[src/rtl/sub_serial_pkg.sv]
// rtl/sub_serial_pkg.sv - shared types, defaults and reference model for the serial subtractor
package sub_serial_pkg;

    typedef enum logic [1:0] {IDLE, SHIFT, DONE} sub_state_e;

    localparam int DEF_WIDTH = 4;

    // Reference result: borrow-out on top, modular difference below
    function automatic logic [DEF_WIDTH:0] ref_sub(input logic [DEF_WIDTH-1:0] a,
                                                   input logic [DEF_WIDTH-1:0] b);
        logic [DEF_WIDTH-1:0] diff;
        diff = a - b;
        return {(a < b), diff};
    endfunction

endpackage

[src/rtl/sub_serial_if.sv]
// rtl/sub_serial_if.sv - operand/result handshake bundle for the serial subtractor
interface sub_serial_if #(
    parameter int WIDTH = 4
);
    logic             in_valid;
    logic             in_ready;
    logic [WIDTH-1:0] a;
    logic [WIDTH-1:0] b;
    logic             out_valid;
    logic             out_ready;
    logic [WIDTH:0]   y;

    modport master (
        output in_valid, a, b, out_ready,
        input  in_ready, out_valid, y
    );

    modport slave (
        input  in_valid, a, b, out_ready,
        output in_ready, out_valid, y
    );
endinterface

[src/rtl/sub_serial_full_sub.sv]
// rtl/sub_serial_full_sub.sv - combinational one-bit full subtractor cell
module full_sub (
    input  logic x,
    input  logic y,
    input  logic bin,
    output logic d,
    output logic bout
);
    // Difference bit and borrow-out of x - y - bin
    always_comb begin
        d    = x ^ y ^ bin;
        bout = (~x & y) | (~(x ^ y) & bin);
    end
endmodule

[src/rtl/sub_serial.sv]
// rtl/sub_serial.sv - bit-serial unsigned subtractor, LSB first, one bit per clock
module sub_serial
    import sub_serial_pkg::*;
#(
    parameter int WIDTH = DEF_WIDTH,
    parameter int CNT_W = (WIDTH > 1) ? $clog2(WIDTH) : 1
) (
    input  logic        aclk,
    input  logic        arst,
    sub_serial_if.slave bus,
    output logic        busy
);

    sub_state_e       state_q, state_d;
    logic [CNT_W-1:0] cnt_q, cnt_d;
    logic [WIDTH-1:0] sa_q, sa_d;
    logic [WIDTH-1:0] sb_q, sb_d;
    logic [WIDTH-1:0] diff_q, diff_d;
    logic             brw_q, brw_d;
    logic [WIDTH:0]   y_q, y_d;
    logic             bit_d, bit_bout;
    logic             last_bit;

    full_sub u_cell (
        .x    (sa_q[0]),
        .y    (sb_q[0]),
        .bin  (brw_q),
        .d    (bit_d),
        .bout (bit_bout)
    );

    assign last_bit = (state_q == SHIFT) && (cnt_q == CNT_W'(WIDTH - 1));
    assign bus.y    = y_q;

    // State register
    always_ff @(posedge aclk or negedge arst) begin
        if (!arst) begin
            state_q <= IDLE;
        end else begin
            state_q <= state_d;
        end
    end

    // Next-state: accept in IDLE, WIDTH shift cycles, hold DONE until taken
    always_comb begin
        state_d = state_q;
        case (state_q)
            IDLE:    if (bus.in_valid) state_d = SHIFT;
            SHIFT:   if (last_bit) state_d = DONE;
            DONE:    if (bus.out_ready) state_d = IDLE;
            default: state_d = IDLE;
        endcase
    end

    // Handshake and status outputs decode directly from state
    always_comb begin
        bus.in_ready  = (state_q == IDLE);
        bus.out_valid = (state_q == DONE);
        busy          = (state_q == SHIFT);
    end

    // Datapath next-state: load operands, then shift one bit per cycle
    always_comb begin
        cnt_d  = cnt_q;
        sa_d   = sa_q;
        sb_d   = sb_q;
        diff_d = diff_q;
        brw_d  = brw_q;
        y_d    = y_q;
        case (state_q)
            IDLE: begin
                if (bus.in_valid) begin
                    sa_d   = bus.a;
                    sb_d   = bus.b;
                    brw_d  = 1'b0;
                    cnt_d  = '0;
                    diff_d = '0;
                end
            end
            SHIFT: begin
                sa_d   = sa_q >> 1;
                sb_d   = sb_q >> 1;
                brw_d  = bit_bout;
                diff_d = {bit_d, diff_q[WIDTH-1:1]};
                cnt_d  = cnt_q + CNT_W'(1);
                if (last_bit) begin
                    y_d   = {bit_bout, bit_d, diff_q[WIDTH-1:1]};
                    cnt_d = '0;
                end
            end
            default: ;
        endcase
    end

    // Datapath registers
    always_ff @(posedge aclk or negedge arst) begin
        if (!arst) begin
            cnt_q  <= '0;
            sa_q   <= '0;
            sb_q   <= '0;
            diff_q <= '0;
            brw_q  <= 1'b0;
            y_q    <= '0;
        end else begin
            cnt_q  <= cnt_d;
            sa_q   <= sa_d;
            sb_q   <= sb_d;
            diff_q <= diff_d;
            brw_q  <= brw_d;
            y_q    <= y_d;
        end
    end

endmodule

[src/flat_wrapper.sv]
// flat-port wrapper written by rule: the top's interface ports become plain ports
module sub_serial_flat import sub_serial_pkg::*;
#(
    parameter int WIDTH = DEF_WIDTH,
    parameter int CNT_W = (WIDTH > 1) ? $clog2(WIDTH) : 1
)
  (aclk, arst, busy, bus_in_valid, bus_a, bus_b, bus_out_ready, bus_in_ready, bus_out_valid, bus_y);
  sub_serial_if #(.WIDTH(WIDTH)) bus_i ();
  input  logic aclk;
  input  logic arst;
  output logic busy;
  input wire logic [$bits(bus_i.in_valid)-1:0] bus_in_valid;
  input wire logic [$bits(bus_i.a)-1:0] bus_a;
  input wire logic [$bits(bus_i.b)-1:0] bus_b;
  input wire logic [$bits(bus_i.out_ready)-1:0] bus_out_ready;
  output wire logic [$bits(bus_i.in_ready)-1:0] bus_in_ready;
  output wire logic [$bits(bus_i.out_valid)-1:0] bus_out_valid;
  output wire logic [$bits(bus_i.y)-1:0] bus_y;
  assign bus_i.in_valid = bus_in_valid;
  assign bus_i.a = bus_a;
  assign bus_i.b = bus_b;
  assign bus_i.out_ready = bus_out_ready;
  assign bus_in_ready = bus_i.in_ready;
  assign bus_out_valid = bus_i.out_valid;
  assign bus_y = bus_i.y;
  sub_serial #(.WIDTH(WIDTH), .CNT_W(CNT_W)) u_core (.aclk(aclk), .arst(arst), .bus(bus_i), .busy(busy));
endmodule
[config.mk]
export PLATFORM = sky130hd
export DESIGN_NAME = sub_serial_flat
export DESIGN_NICKNAME = d
export VERILOG_FILES = /design/src/rtl/sub_serial_pkg.sv /design/src/rtl/sub_serial_if.sv /design/src/rtl/sub_serial_full_sub.sv /design/src/rtl/sub_serial.sv /design/src/flat_wrapper.sv
export SDC_FILE = /design/constraint.sdc
export NUM_CORES = 1
export LEC_CHECK = 0
export CORE_MARGIN = 2
export CORE_UTILIZATION = 43
export CTS_CLUSTER_SIZE = 30
export DETAILED_ROUTE_END_ITERATION = 7
export PLACE_DENSITY = 0.84
export SLEW_MARGIN = 20
export SYNTH_ARGS = -nofsm -noshare
export SYNTH_HDL_FRONTEND = slang
export SYNTH_SLANG_ARGS = --single-unit
[constraint.sdc]
create_clock -name aclk -period 1.32 [get_ports aclk]
set_input_delay 0.264 -clock aclk [delete_from_list [all_inputs] [get_ports aclk]]
set_output_delay 0.264 -clock aclk [all_outputs]
set_load 0.02 [all_outputs]
Word level (Yosys, flattened, before mapping):

Cells that the tools add are included.

* flip-flop bits (word level): 22
* output and inout bits: 8

* add/sub/neg operators: 1
* equality and inequality tests: 6
* multiplexer cells: 15
* bitwise gates (word level): 7
* reduce and logical (&&, ||, !) cells: 6

Operator list (number)
* case mux 4 bit (2 select lines): 3
* two-way mux 4 bit: 3
* two-way mux 2 bit: 5
* case mux 2 bit (3 select lines): 1
* == test 2 bit (second input constant): 2
* != test 2 bit (second input constant): 2
* case mux 2 bit (2 select lines): 1
* AND reduction 2 bit: 2
* AND reduction 3 bit: 1
* adder 2 x 1 -> 2 bit (second input constant): 1
* bitwise AND 1 bit: 2
* == test 2 x 1 -> 1 bit (second input constant): 1
* logical NOT 2 bit: 1
* != test 2 x 1 -> 1 bit (second input constant): 1
* inverter 1 bit: 2
* case mux 1 bit (2 select lines): 1
* nonzero test 2 bit: 1
* bitwise XOR 1 bit: 2
* logical AND 1 bit: 1
* two-way mux 1 bit: 1
* OR 1 bit: 1

Longest topological paths before layout:

* depth in word-level cells: 5
* depth in mapped cells: 5

By module:

A second synthesis with hierarchy kept.

* cells, all modules: 81
* area, all modules: 991.0 µm²

By module, submodules not included
* sub_serial: times used 1, cells each 77, area each 959.7 µm²
* full_sub: times used 1, cells each 4, area each 31.3 µm²

Least setup slack after synthesis:

Ideal clock, no wire load.

* path kind: reg-to-reg
* start: register u_core.sa_q[0]
* end: register u_core.y_q[3], in the netlist u_core.bus.y[3]
* arrival time: 1.128 ns
* required time: 1.195 ns
* slack: 0.068 ns
* stages on the path, launching flop included: 3
* path through: dfrtp_1 > fa_1 > mux2_2

* longest elaborated chain between the ends: 2

RTL lines
* start: declaration: line sub_serial.sv:16 `logic [WIDTH-1:0] sa_q, sa_d;`
* start signal: assignment: line sub_serial.sv:99 `sa_q <= '0;`
* start signal: assignment: line sub_serial.sv:106 `sa_q <= sa_d;`
* bitwise XOR 1 bit (2 in series): line sub_serial_full_sub.sv:11 `d = x ^ y ^ bin;`
* via u_core.bit_d: line sub_serial.sv:21 `logic bit_d, bit_bout;`
* end signal: assignment: line sub_serial.sv:110 `y_q <= y_d;`
* end: declaration: line sub_serial.sv:20 `logic [WIDTH:0] y_q, y_d;`

The timed path passes the listed nets, and every way through them passes these cells.
A chain may end at the register's enable or synchronous reset.

Final worst setup path:

* start: register u_core.state_q[1]
* end: output bus_out_valid

* longest elaborated chain between the ends: 1

RTL lines
* start: declaration: line sub_serial.sv:14 `sub_state_e state_q, state_d;`
* start signal: assignment: line sub_serial.sv:40 `state_q <= state_d;`
* == test 2 bit: line sub_serial.sv:58 `bus.out_valid = (state_q == DONE);`
* end: declaration: line flat_wrapper.sv:17 `output wire logic [$bits(bus_i.out_valid)-1:0] bus_out_valid;`

Every way passes these cells.

==> flow_metrics.py <==
metrics = {
    "status": {
        "run_status": "finished, violations left",
        "violated_checks": "negative setup slack",
    },
    "timing": {
        "timing.max_slew.rel_slack": 0.819,
        "timing.fmax_mhz": 732,
        "skew_ps": 4.10,
        "timing.final.max_slew_violations": 0,
        "final-setup-viol-count": 7,
        "timing_hold_violations_final": 0,
        "max_slew.worst_pin.slew_ps": 271,
        "setup_repair_after_global_routing_missed_its_margin": "yes",
        "final_critical_path_setup_slack_ps": -46.0,
        "final_hold_slack_ps": 291,
        "crit_path_time_final_ps": 1370,
        "finalCritPeriodShare": 1.03,
    },
    "synth": {
        "post-synth-top-area-fraction": 0.571,
        "synth.yosys.warnings": 0,
        "postSynth.topFlopCell": "sky130_fd_sc_hd__dfrtp_1",
        "ys_seq_elements": 21,
        "synthTopCellsByCount": "sky130_fd_sc_hd__dfrtp_1, sky130_fd_sc_hd__o22ai_1, sky130_fd_sc_hd__a21oi_1",
        "syn_nets": 89,
        "yosys.area.top_type": "sky130_fd_sc_hd__dfrtp_1",
        "post-synth-top-count-cell": "sky130_fd_sc_hd__dfrtp_1",
        "syn-instance-count": 75,
        "postSynth.asyncResetShare": 1.00,
        "synth.yosys.seq_area_share": 0.571,
        "synthesis.area_um2": 920,
        "synth_edf_count": 0,
        "yosysUniqueCellTypes": 23,
        "mean_syn_cell_area_um2": 12.3,
        "synth_area_leaders": "sky130_fd_sc_hd__dfrtp_1, sky130_fd_sc_hd__o22ai_1, sky130_fd_sc_hd__mux2_2, sky130_fd_sc_hd__a22o_1, sky130_fd_sc_hd__a21oi_1",
    },
    "grt": {
        "global_route.overflow_total": 0,
        "antenna_found_initial": 0,
        "wire_length_of_the_first_global_routing_pass_um": 3260,
        "grt_usage": 0.174,
        "grt_pass1_vias": 745,
        "pin_count_of_the_biggest_net_entering_global_routing": 22,
    },
    "routing": {
        "vias_per_cell": 5.28,
        "antenna_violating_nets_post_route": 0,
        "wl_per_cell_um": 14.1,
        "drt_drc_violations_left": 0,
        "drt-pass1-iter-count": 4,
        "drt_first_iter_violations": 14,
        "total_wirelength_of_the_detailed_routed_design_um": 1940,
        "routed-via-count": 729,
    },
    "placement": {
        "post-place-cells": 129,
        "cell_area_reported_after_detailed_placement_um2": 1200,
        "dp_worst_setup_slack_ps": -215,
        "io_buffers": 19,
        "gp_congestion": 0.799,
        "detailed_place_hpwl_um": 1380,
    },
    "power": {
        "p_sw_w": 0.00121,
        "comb_power_share": 0.546,
        "static-leakage-power_nw": 0.603,
        "internal-power_w": 0.00198,
        "power.density_cell_area_nw_per_um2": 2460,
        "pwr-share-clk": 0.097,
        "ir_worst_vdd_mv": 1.10,
        "power.sequential.fraction": 0.357,
        "netSwitchingFraction": 0.378,
    },
    "worst_setup_path": {
        "required_time_worst_endpoint_ps": 1060,
        "worstPathCellList": "buf_6, inv_4, nor2_4, buf_6",
        "cp-start-kind": "register",
        "critical_path_class": "register to output pin",
        "cp_top_family": "flip-flops",
        "crit_top_cell": "sky130_fd_sc_hd__buf_6",
        "worstPathArrival_ps": 1100,
        "path_buf_inv": 3,
        "worstSetupEndpointType": "output pin",
        "worstPathMaxFanout": 4,
        "critical-path-slowest-cell": "sky130_fd_sc_hd__dfrtp_1",
        "cpPeakStageDelay_ps": 440,
    },
    "final_layout": {
        "fin_cells": 138,
        "filler_cell_count": 160,
        "layout_cells_sized_above_1": 0.315,
        "area_overhead_vs_synth_pct": 41.2,
        "insertedDiodeCount": 0,
        "sequential_cell_area_um2": 526,
        "final_area_um2": 1300,
        "nets": 126,
        "multi_input_area_um2": 374,
    },
    "min_path": {
        "timing.hold.worst.class": "input pin to async pin",
    },
    "cts": {
        "cts-root-to-sink-buffers": 2,
        "cts_tree": "yes",
        "ctsHoldBuffers": 0,
        "clock_tree.htree_level_count": 1,
        "clk_pin_slew_worst_paths_ps": 120,
        "clock_latency_ps": 300,
        "cts.sink_count": 21,
        "cts_buffers": 3,
        "clock_tree.root_cell": "sky130_fd_sc_hd__clkbuf_4",
    },
    "die": {
        "floorplan.initialDensity": 0.464,
        "die-width_um": 50.2,
        "core_area_um2": 1980,
        "dieArea_um2": 2520,
        "num_rows": 16,
        "fp.dieH_um": 50.2,
        "ioPinCount": 20,
    },
    "flow_run": {
        "max_cap_viol_count": 0,
    },
}
-- state kept, by name (all words and copies together), names as in the netlist --
| name | count |
|---|---|
| u_core.diff_q | 3 |
| u_core.brw_q | 1 |
| u_core.state_q | 2 |
| u_core.sa_q | 4 |
| u_core.sb_q | 4 |
| u_core.cnt_q | 2 |
| u_core.bus.y | 5 |
-- layout make-up --
class | instances | share of cell area
clock buffers | 4 | 0.0202
inverters | 5 | 0.0183
multi-input cells | 46 | 0.288
flip-flops and latches | 21 | 0.405
well taps | 27 | 0.0260
repair buffers | 35 | 0.243
-- worst register-to-register path: stages (launching register included) --
cell and delay [ps]:
sky130_fd_sc_hd__dfrtp_1 450, sky130_fd_sc_hd__buf_4 160, sky130_fd_sc_hd__buf_4 140, sky130_fd_sc_hd__nand3b_4 190, sky130_fd_sc_hd__mux2_2 290
-- per-layer routing --
layer | part of all wire | wire length (um) | GRT usage
met5 | 0 | 0 | 0
met4 | 0 | 0 | 0.0556
met3 | 0.050 | 97 | 0.0327
met2 | 0.49 | 947 | 0.292
met1 | 0.46 | 894 | 0.225
-- path summary, 6_finish.rpt --
| kind | cells past startpoint | slack [ps] | end | start |
|---|---|---|---|---|
| hold reg to reg | 1 | 510 | u_core.cnt_q[0] | u_core.cnt_q[0] |
| hold / removal | 2 | 290 | u_core.state_q[0] | arst |
| max in group asynchronous | 2 | 820 | u_core.bus.y[4] | arst |
| setup / recovery | 4 | -50 | bus_out_valid | u_core.state_q[1] |
| setup reg to reg | 4 | -20 | u_core.bus.y[1] | u_core.state_q[1] |
| min in group aclk | 1 | 510 | u_core.cnt_q[0] | u_core.cnt_q[0] |
-- power by group through the flow --
stage	clock, W	sequential (W)	combinational, W
final	0.000308	0.00114	0.00174
after global placement	0	0.00113	0.00153
after floorplan	0	0.00118	0.000925
after global routing	0.000336	0.00117	0.00192
after CTS	0.000308	0.00113	0.00165
after detailed placement	0	0.00115	0.00159
-- placed cells by master, fill, tap and decap left out, types with 4 or more instances in the layout --
cell	instances
sky130_fd_sc_hd__clkdlybuf4s50_1	11
sky130_fd_sc_hd__dfrtp_1	21
sky130_fd_sc_hd__mux2_2	4
sky130_fd_sc_hd__buf_4	14
sky130_fd_sc_hd__a22o_1	4
sky130_fd_sc_hd__buf_6	5
sky130_fd_sc_hd__o22ai_1	9
sky130_fd_sc_hd__a21oi_1	5
sky130_fd_sc_hd__dlygate4sd2_1	5
-- repair_timing --
| item | CTS | global route |
|---|---|---|
| pin swaps | 2 | 2 |
| setup endpoints to repair | 9 | 9 |
| buffers inserted | 4 | 2 |
| gates resized for setup | 25 | 7 |
-- cell families (layout without fill, tap and decap cells) --
group                      Yosys count  count (layout)  share of synthesized area
muxes                                4               4                     0.0490
AOI/OAI and AO/OA                   27              27                      0.207
and+or+nand+nor                     13              13                     0.0884
adders and majority gates            2               2                     0.0354
DFF                                 21              21                      0.571
buffers and inverters                8              44                     0.0490
-- stage by stage --
step | utilization | total power (W) | TNS [ps]
after CTS | 0.634 | 0.00309 | -143
final | 0.655 | 0.00319 | -160
after global placement | 0.607 | 0.00265 | -620
after floorplan | - | 0.00211 | 0
after detailed placement | 0.607 | 0.00274 | -707
after global routing | 0.655 | 0.00343 | -535
Power figures use the tool's default switching activity.
